$ cat config.mk
export PLATFORM = sky130hd
export DESIGN_NAME = fib_index_finder
export DESIGN_NICKNAME = d
export VERILOG_FILES = /design/src/rtl/fib_index_finder.sv
export SDC_FILE = /design/constraint.sdc
export NUM_CORES = 1
export LEC_CHECK = 0
export CELL_PAD_IN_SITES_DETAIL_PLACEMENT = 2
export CELL_PAD_IN_SITES_GLOBAL_PLACEMENT = 2
export CORE_MARGIN = 2
export CORE_UTILIZATION = 40
export DETAILED_ROUTE_END_ITERATION = 8
export DONT_BUFFER_PORTS = 1
export MAX_ROUTING_LAYER = met4
export PLACE_DENSITY = 0.75
export SLEW_MARGIN = 25
export SYNTH_ARGS = -nofsm -noshare
export SYNTH_HDL_FRONTEND = slang
export SYNTH_SLANG_ARGS = --single-unit
$ cat constraint.sdc
create_clock -name clk -period 2.9 [get_ports clk]
set_input_delay 0.58 -clock clk [delete_from_list [all_inputs] [get_ports clk]]
set_output_delay 0.58 -clock clk [all_outputs]
set_load 0.02 [all_outputs]
$ cat src/rtl/fib_index_finder.sv
// Classifies a value as Fibonacci or not by regenerating F(k) until it reaches or passes it.
// Optional FIB_INDEX_STATS_EN adds saturating query/hit/overflow counters.
module fib_index_finder #(
    parameter int W     = 8,
    parameter int IDX_W = 8
) (
    input  logic             clk,
    input  logic             rst_n,
    input  logic             in_valid,
    output logic             in_ready,
    input  logic [W-1:0]     in_value,
    output logic             out_valid,
    input  logic             out_ready,
    output logic             out_is_fib,
    output logic [IDX_W-1:0] out_index,
    output logic             out_ovf
`ifdef FIB_INDEX_STATS_EN
    ,
    output logic [15:0]      stat_queries,
    output logic [15:0]      stat_hits,
    output logic [15:0]      stat_ovf
`endif
);

    typedef enum logic [1:0] {
        S_IDLE   = 2'd0,
        S_SEARCH = 2'd1,
        S_DONE   = 2'd2
    } state_t;

    state_t           r_state;
    logic [W-1:0]     r_value;
    logic [W-1:0]     r_a;
    logic [W-1:0]     r_b;
    logic [IDX_W-1:0] r_k;
    logic             r_in_ready;
    logic             r_out_valid;
    logic             r_is_fib;
    logic [IDX_W-1:0] r_index;
    logic             r_ovf;

    logic [W:0]       w_sum;
    logic             w_accept;
    logic             w_pop;

    assign w_sum    = {1'b0, r_a} + {1'b0, r_b};
    assign w_accept = in_valid && r_in_ready;
    assign w_pop    = r_out_valid && out_ready;

    always_ff @(posedge clk or negedge rst_n) begin
        if (!rst_n) begin
            r_state     <= S_IDLE;
            r_value     <= '0;
            r_a         <= '0;
            r_b         <= W'(1);
            r_k         <= '0;
            r_in_ready  <= 1'b1;
            r_out_valid <= 1'b0;
            r_is_fib    <= 1'b0;
            r_index     <= '0;
            r_ovf       <= 1'b0;
        end else begin
            case (r_state)
                S_IDLE: begin
                    if (w_accept) begin
                        r_value    <= in_value;
                        r_a        <= '0;
                        r_b        <= W'(1);
                        r_k        <= '0;
                        r_in_ready <= 1'b0;
                        r_state    <= S_SEARCH;
                    end
                end
                S_SEARCH: begin
                    if (r_a == r_value) begin
                        r_is_fib    <= 1'b1;
                        r_index     <= r_k;
                        r_ovf       <= 1'b0;
                        r_out_valid <= 1'b1;
                        r_state     <= S_DONE;
                    end else if (r_a > r_value) begin
                        r_is_fib    <= 1'b0;
                        r_index     <= r_k;
                        r_ovf       <= 1'b0;
                        r_out_valid <= 1'b1;
                        r_state     <= S_DONE;
                    end else if (w_sum[W] && (r_b < r_value)) begin
                        // b is the last representable term below value; F(k+2) cannot fit.
                        r_is_fib    <= 1'b0;
                        r_index     <= r_k + IDX_W'(2);
                        r_ovf       <= 1'b1;
                        r_out_valid <= 1'b1;
                        r_state     <= S_DONE;
                    end else begin
                        r_a <= r_b;
                        r_b <= w_sum[W-1:0];
                        r_k <= r_k + IDX_W'(1);
                    end
                end
                S_DONE: begin
                    if (w_pop) begin
                        r_out_valid <= 1'b0;
                        r_in_ready  <= 1'b1;
                        r_state     <= S_IDLE;
                    end
                end
                default: begin
                    r_state     <= S_IDLE;
                    r_in_ready  <= 1'b1;
                    r_out_valid <= 1'b0;
                end
            endcase
        end
    end

    assign in_ready   = r_in_ready;
    assign out_valid  = r_out_valid;
    assign out_is_fib = r_is_fib;
    assign out_index  = r_index;
    assign out_ovf    = r_ovf;

`ifdef FIB_INDEX_STATS_EN
    logic [15:0] r_stat_queries;
    logic [15:0] r_stat_hits;
    logic [15:0] r_stat_ovf;

    always_ff @(posedge clk or negedge rst_n) begin
        if (!rst_n) begin
            r_stat_queries <= '0;
            r_stat_hits    <= '0;
            r_stat_ovf     <= '0;
        end else begin
            if (w_accept && (r_stat_queries != 16'hFFFF)) begin
                r_stat_queries <= r_stat_queries + 16'd1;
            end
            if (w_pop && r_is_fib && (r_stat_hits != 16'hFFFF)) begin
                r_stat_hits <= r_stat_hits + 16'd1;
            end
            if (w_pop && r_ovf && (r_stat_ovf != 16'hFFFF)) begin
                r_stat_ovf <= r_stat_ovf + 16'd1;
            end
        end
    end

    assign stat_queries = r_stat_queries;
    assign stat_hits    = r_stat_hits;
    assign stat_ovf     = r_stat_ovf;
`endif

endmodule

Word-level counts from Yosys, hierarchy flattened. Index checks and enable logic that the tools add are counted.

Bits in registers: 46.

Add/subtract/negate cells: 3. Magnitude comparators: 2. Equality and inequality tests: 9. Muxes and demuxes: 36. Bitwise operators: 2. Reductions and logical operators: 12.

Operators by type and width (count): two-way mux 8 bit (14); one-hot mux 8 bit (2 select lines) (3); two-way mux 1 bit (11); two-way mux 2 bit (5); inequality test 2 bit (second input constant) (5); adder 8 x 8 -> 9 bit (1); AND reduction 3 bit (3); adder 8 x 1 -> 8 bit (second input constant) (1); adder 8 x 2 -> 8 bit (second input constant) (1); == test 8 bit (1); greater-than comparator 8 bit (1); less-than comparator 8 bit (1); one-hot mux 1 bit (3 select lines) (2); one-hot mux 2 bit (3 select lines) (1); AND reduction 5 bit (1); inequality test 4 bit (second input constant) (1); AND reduction 2 bit (2); logical AND 1 bit (3); nonzero test 3 bit (1); == test 2 x 1 -> 1 bit (second input constant) (1); == test 2 bit (second input constant) (1); zero test 2 bit (1); inverter 1 bit (2); nonzero test 2 bit (1).

Depth between registers and ports, before layout. Gate-level depths: netlist of run 1.

Depth after elaboration: 6. Gate-level depth with buffers: 11. Gate-level depth less buffers: 9.

Worst setup path before layout of run 1. OpenSTA, ideal clock, no wires.

Path type: reg2reg. Start: register r_b[0]. End: register r_index[1] (netlist: out_index[1]). Arrival: 2.402 ns. Required time: 2.775 ns. Slack: 0.373 ns. Cell stages (with the launch flop): 11. Path buffers: 1. Cell sequence: dfstp_2 > ha_1 > inv_1 > fa_1 > nor2b_1 > o31ai_2 > a21oi_1 > nand3_1 > a21oi_1 > buf_4 > mux2_2.

Longest elaborated chain between the ends: 4. Elaborated cells on any way between the ends: 5. Classes of those cells: add/sub (1); order compare (1); reduce/logical (3).

Ends and longest elaborated chain: from (decl) (RTL line 34) `logic [W-1:0] r_b;`; from (signal assigned) (RTL line 96) `r_b <= w_sum[W-1:0];`; adder 8 x 8 -> 9 bit or less-than comparator 8 bit (tied branches) (RTL line 46, 87); logical AND 1 bit * (RTL line 87) `end else if (w_sum[W] && (r_b < r_value)) begin`; nonzero test 3 bit (no line) *; AND reduction 2 bit (no line) *; to (signal assigned) (RTL line 77) `r_index <= r_k;`; to (signal assigned) (RTL line 83) `r_index <= r_k;`; to (signal assigned) (RTL line 90) `r_index <= r_k + IDX_W'(2);`; to (decl) (RTL line 39) `logic [IDX_W-1:0] r_index;`.

Mark *: on every way between the ends. The rest lies on a longest branch, timed or not. A chain may end at the register's enable or synchronous reset.

Final worst setup path of run 1.
Start: register r_b[0]. End: register r_index[7] (netlist: out_index[7]).

Same word-level chain as after synthesis.

==> results of run 1 <==
report_power, final:
group / leakage, nW / switching, mW / internal (mW)
clock: 0.0544 / 0.229 / 0.219
combinational: 0.772 / 0.977 / 0.759
sequential: 0.559 / 0.294 / 0.881
cell families (layout without fill, tap and decap cells):
| kind of cell | after synthesis | count (layout) | share of synthesized area, % |
|---|---|---|---|
| xor gates and xnor gates | 11 | 11 | 3.54 |
| muxes | 14 | 14 | 5.66 |
| adders and majority gates | 26 | 26 | 12.2 |
| buffers and inverters | 23 | 29 | 4.19 |
| and+or+nand+nor | 97 | 97 | 16.9 |
| DFF | 46 | 46 | 42.4 |
| AOI/OAI and AO/OA | 63 | 63 | 15.1 |
critical path: cells and delay by family, from the launching register on:
family | cells | cell delay (ps)
multiplexers | 1 | 340
flip-flops | 1 | 560
adder cells (fa/ha/maj) | 2 | 580
AO/OA/AOI/OAI | 3 | 560
buffers and inverters | 2 | 250
AND/OR/NAND/NOR | 2 | 360
routing by layer:
| metal | part of all wire [%] | vias to the layer above | routed length (µm) |
|---|---|---|---|
| li1 | - | 986 | - |
| met1 | 50 | 1040 | 3520 |
| met2 | 46 | 28 | 3260 |
| met3 | 2.5 | 6 | 179 |
| met4 | 1.0 | 0 | 70 |
| met5 | 0 | - | 0 |
area by class of cell:
class                           count  area [µm²]
Sequential cell                    46        1150
Clock inverter                      1        8.76
Timing Repair Buffer                7        85.1
Fill cell                         750        3710
Multi-Input combinational cell    211        1480
Inverter                           14        52.6
Tap cell                           80         100
Clock buffer                        7        96.3
timing repair:
action                     4_1_cts  5_1_grt
hold buffers                     1        0
hold endpoints to repair        44        0
setup endpoints to repair        0        9
gates resized for setup          0        2
sequential cells by signal, summed over array words and instances (netlist names), 2 cells and up:
register,cells
r_b,8
r_a,8
out_index,8
r_state,2
r_k,8
r_value,8
path summary, 6_finish.rpt:
kind | startpoint | end | slack, ps | cells past startpoint
setup / recovery | r_b[0] | out_index[7] | 150 | 10
hold / removal | rst_n | in_ready | 100 | 0
setup reg to reg | r_b[0] | out_index[7] | 150 | 10
hold reg to reg | r_b[0] | r_a[0] | 540 | 2
max in group asynchronous | rst_n | out_index[0] | 2580 | 1
min in group clk | in_value[0] | r_value[0] | 380 | 2
cell usage in the layout, fill, tap and decap left out, types with 2 or more instances in the layout:
cell       instances
xor2_1             2
nor2b_1            3
o31ai_1            2
and4b_1            3
dfstp_2            2
o2bb2ai_1          2
mux2i_1            3
nand2_1           54
dfrtp_1           44
inv_1             14
o21ai_0           23
clkbuf_8           7
a31o_2             2
a21oi_1           12
o21a_1             3
mux2_2            11
nor2_1            10
buf_4              5
ha_1              25
a211oi_1           2
nand3_1            5
a21o_1             4
nand2b_1           4
a211o_1            2
and2_1             2
nand4_1            2
a31oi_1            2
xnor2_1            9
and3_1             4
==> key figures, run 1 <==
Critical path
  • Critical Path Fanout Max: 7
  • Crit start category: flip-flop
  • Slowest cell on crit path: dfstp_2
  • Critical Path End Type: flip-flop
  • Crit path DAT: 2950 ps
  • CP Class: flip-flop to flip-flop
  • Worst Path Required: 3100 ps
  • CP Cell Sequence: ha_1, inv_1, fa_1, nor2b_1, o31ai_2, a21oi_1, nand3_2, a21oi_2, buf_4, mux2_2
  • Largest stage delay on the critical path: 560 ps

Yosys
  • Fraction of synthesized cell area taken by the top area cell type: 40.5%
  • Post-synth EDFFs: 0
  • Yosys reg bits: 46
  • YS warnings: 0
  • Syn Std Cell Area: 2720 µm²
  • Syn Inst Count: 280
  • Synth Flop Type: dfrtp_1
  • Commonest cells in the netlist: nand2_1 (54), dfrtp_1 (44), ha_1 (25), o21ai_0 (23), inv_1 (14)
  • Cell taking the most area after synthesis: dfrtp_1
  • Post-synthesis sequential area ratio: 42.4%
  • Library cells used by synthesis: 48
  • Count leader, synth: nand2_1
  • Mapped Nets: 318
  • Post-synth ARST share: 100%
  • Syn_area_per_cell: 9.71 µm²
  • Top cells by area, synth: dfrtp_1 (40%), ha_1 (11%), nand2_1 (7.5%), mux2_2 (4.6%), o21ai_0 (4.2%)

GRT
  • First-pass GRT wire length: 11.5 mm
  • Vias in the first global route: 2187
  • Top Usage Layer GRT: met2
  • Met1 GRT Util: 29.5%
  • GRT Util Overall: 20.7%
  • Pin count of the biggest net entering global routing: 45
  • Initial antenna violation count: 0
  • Grt met2 use: 31.3%
  • Routing usage on met3: 3.43%
  • GRT Residual Overflow: 0

Cells and area
  • Antenna Cells: 0
  • Layout cells sized above 1: 14.0%
  • Non-Filler Instances: 366
  • Fin area: 2970 µm²
  • Final layout net count: 323
  • Final core occ: 44.5%
  • P&R area growth vs syn: 9.34%

Clock network
  • Max clock buf depth: 2
  • Clock sink count: 46
  • Clock Latency Late Sink: 310 ps
  • Cts bufs inserted: 5
  • Root buffer cell: clkbuf_8
  • Reg clk slew, reported paths: 90 ps
  • H-tree depth: 2
  • CTS tree: yes
  • Number of buffers added for setup after CTS: 0

Placed design
  • DP Worst Slack: 67.2 ps
  • Dpl cells: 357
  • Routability Congestion: 0.771
  • Placement Cell Area: 2830 µm²
  • Post-DP HPWL: 5.11 mm
  • Port buffer count: 0

STA
  • Clock Skew: 6.21 ps
  • Final setup viols: 0
  • Setup repair after global routing missed its margin: true
  • Least-Margin Pin Slew: 670 ps
  • Fin. max-slew vios: 0
  • Final period demand of the worst path: 2750 ps
  • Worst hold slack: 101 ps
  • Slew HR: 55.3%
  • Final period util: 94.9%
  • Fmax: 363 MHz
  • Final hold vios: 0
  • Setup ws final: 148 ps
  • Setup_tns: 0 ps

Die
  • DIE AREA: 7480 µm²
  • Core area: 6680 µm²
  • Num ports: 24
  • Row Count: 30
  • Initial Util: 40.7%
  • Die width: 86.5 µm
  • Die Y: 86.5 µm

Outcome
  • Status: complete, no violations

Job
  • MaxCap Viol Count: 0

Detailed routing
  • Initial DRC count: 77
  • First-pass DRT Iterations: 4
  • Routed Antenna Nets: 0
  • Vias per inst: 5.63
  • DRC violations left: 0
  • WL per Instance: 19.2 µm
  • Vias post-DR: 2060
  • DRT Wirelength: 7.03 mm

Power
  • Overall power: 3.36 mW
  • PD cells: 1130 nW/µm²
  • Peak supply drop: 400 µV
  • P_leak: 1.38 nW

Hold path
  • Hold WC Path Type: input port to async pin
No activity file was read; power rests on OpenSTA's default activity.
==> run 2: changes to the inputs <==
--- a/config.mk
+++ b/config.mk
@@ -5,6 +5,7 @@
 export SDC_FILE = /design/constraint.sdc
 export NUM_CORES = 1
 export LEC_CHECK = 0
+export CAP_MARGIN = 0
 export CELL_PAD_IN_SITES_DETAIL_PLACEMENT = 2
 export CELL_PAD_IN_SITES_GLOBAL_PLACEMENT = 2
 export CORE_MARGIN = 2
==> results of run 2 <==
No change in the layout: final DEF, timing and power equal those of run 1.
==> run 3: changes to the inputs <==
--- a/config.mk
+++ b/config.mk
@@ -14,6 +14,7 @@
 export DONT_BUFFER_PORTS = 1
 export MAX_ROUTING_LAYER = met4
 export PLACE_DENSITY = 0.75
+export SKIP_CTS_REPAIR_TIMING = 1
 export SLEW_MARGIN = 25
 export SYNTH_ARGS = -nofsm -noshare
 export SYNTH_HDL_FRONTEND = slang
==> run 3 against run 2 <==
  * Hold slack got worse by 0.84 ps
  * Non-clock buffer count did not move
  * First-iteration DRC count up 6.5%
  * Count of clock-buffer cells in the layout stayed put
  * Clock power hardly changed
  * Routed wire length is 0.51% lower
  * Critical path type unchanged
  * Critical endpoint is now r_b[4]
  * Largest cell class unchanged
==> key figures, run 3 (synthesis gave the netlist of run 1 again) <==
Die
  • DIE AREA: 7480 µm²
  • Num ports: 24
  • Initial Util: 40.7%
  • Row Count: 30
  • Core area: 6680 µm²
  • Die Y: 86.5 µm
  • Die width: 86.5 µm

Detailed routing
  • Initial DRC count: 82
  • Vias post-DR: 2060
  • WL per Instance: 19.1 µm
  • DRT Wirelength: 6.99 mm
  • Vias per inst: 5.63
  • DRC violations left: 0
  • Routed Antenna Nets: 0
  • First-pass DRT Iterations: 4

STA
  • Slew HR: 53.9%
  • Setup repair after global routing missed its margin: true
  • Least-Margin Pin Slew: 692 ps
  • Final setup viols: 0
  • Fin. max-slew vios: 0
  • Setup ws final: 152 ps
  • Final period util: 94.7%
  • Worst hold slack: 99.7 ps
  • Final period demand of the worst path: 2750 ps
  • Final hold vios: 0
  • Clock Skew: 5.97 ps
  • Fmax: 364 MHz

Cells and area
  • Final core occ: 44.5%
  • Fin area: 2970 µm²
  • Antenna Cells: 0
  • P&R area growth vs syn: 9.34%
  • Layout cells sized above 1: 14.0%
  • Final layout net count: 323
  • Most common cell after layout, fill and taps aside: nand2_1
  • Most frequent cells in the layout: nand2_1 (54), dfrtp_1 (44), ha_1 (25)

Clock network
  • Root buffer cell: clkbuf_8
  • H-tree depth: 2
  • Max clock buf depth: 2
  • Clock sink count: 46
  • Cts bufs inserted: 5
  • Reg clk slew, reported paths: 90 ps
  • CTS tree: yes
  • Clock Latency Late Sink: 310 ps

Critical path
  • Largest stage delay on the critical path: 540 ps
  • CP Cell Sequence: ha_1, nor2b_1, o31ai_2, a21oi_1, buf_4, a311oi_4, buf_12, nor2_1, a31o_2
  • CP Class: flip-flop to flip-flop
  • Crit path DAT: 2950 ps
  • Critical Path End Type: flip-flop
  • Critical Path Fanout Max: 30
  • Slowest cell on crit path: a311oi_4
  • Worst Path Required: 3100 ps
  • Buf+Inv Stages, Crit Path: 2
  • Family with the most delay on the worst path: compound AO/OA/AOI/OAI gates
  • Crit start category: flip-flop

Outcome
  • Status: complete, no violations

GRT
  • GRT Util Overall: 20.4%
  • First-pass GRT wire length: 11.4 mm
  • Top Usage Layer GRT: met2
  • GRT Residual Overflow: 0
  • Routing usage on met3: 3.43%
  • Met1 GRT Util: 29.1%
  • Grt met2 use: 30.6%
  • Pin count of the biggest net entering global routing: 47
  • Initial antenna violation count: 0
  • Vias in the first global route: 2179

Job
  • MaxCap Viol Count: 0

Power
  • P_leak: 1.38 nW
  • Peak supply drop: 400 µV
  • PD cells: 1130 nW/µm²

Placed design
  • Post-DP HPWL: 5.11 mm
  • DP Worst Slack: 67.2 ps
  • Routability Congestion: 0.771
  • Port buffer count: 0
  • Placement Cell Area: 2830 µm²

Hold path
  • Hold WC Path Type: input port to async pin
-- run 3: metal layers --
metal | share of wire [%] | routed length, µm | vias up
met1 | 51 | 3560 | 1040
li1 | - | - | 989
met3 | 2.5 | 173 | 6
met5 | 0 | 0 | -
met4 | 1.0 | 71 | 0
met2 | 46 | 3190 | 25
-- run 3: where the power goes --
part | switching [mW] | total (mW) | internal (mW) | leakage, nW
sequential | 0.294 | 1.17 | 0.881 | 0.559
combinational | 0.975 | 1.73 | 0.759 | 0.772
clock | 0.230 | 0.449 | 0.219 | 0.0544
total | 1.50 | 3.36 | 1.86 | 1.38
-- run 3: worst paths after layout --
| kind | cells after the start | slack (ps) | from | endpoint |
|---|---|---|---|---|
| setup / recovery | 9 | 150 | r_a[2] | r_b[4] |
| min in group clk | 2 | 380 | in_value[0] | r_value[0] |
| hold reg to reg | 2 | 540 | r_b[0] | r_a[0] |
| hold / removal | 0 | 100 | rst_n | in_ready |
| max in group asynchronous | 1 | 2590 | rst_n | out_index[0] |
| setup reg to reg | 9 | 150 | r_a[2] | r_b[4] |
-- run 3: layout make-up --
type	count	area [µm²]
fillers	747	3710
multi-input cells	211	1480
flip-flops and latches	46	1150
well taps	80	100
clock buffers	7	96.3
repair buffers	7	85.1
inverters	14	52.6
clock inverters	1	8.76
-- run 3: metrics by stage --
stage               power (mW)  setup TNS (ps)  cells
floorplan                 2.37               0    280
global placement          2.78               0    357
detailed placement        2.89               0    357
CTS                       3.39               0    365
global route              3.69           -43.7    366
finish                    3.36               0    366
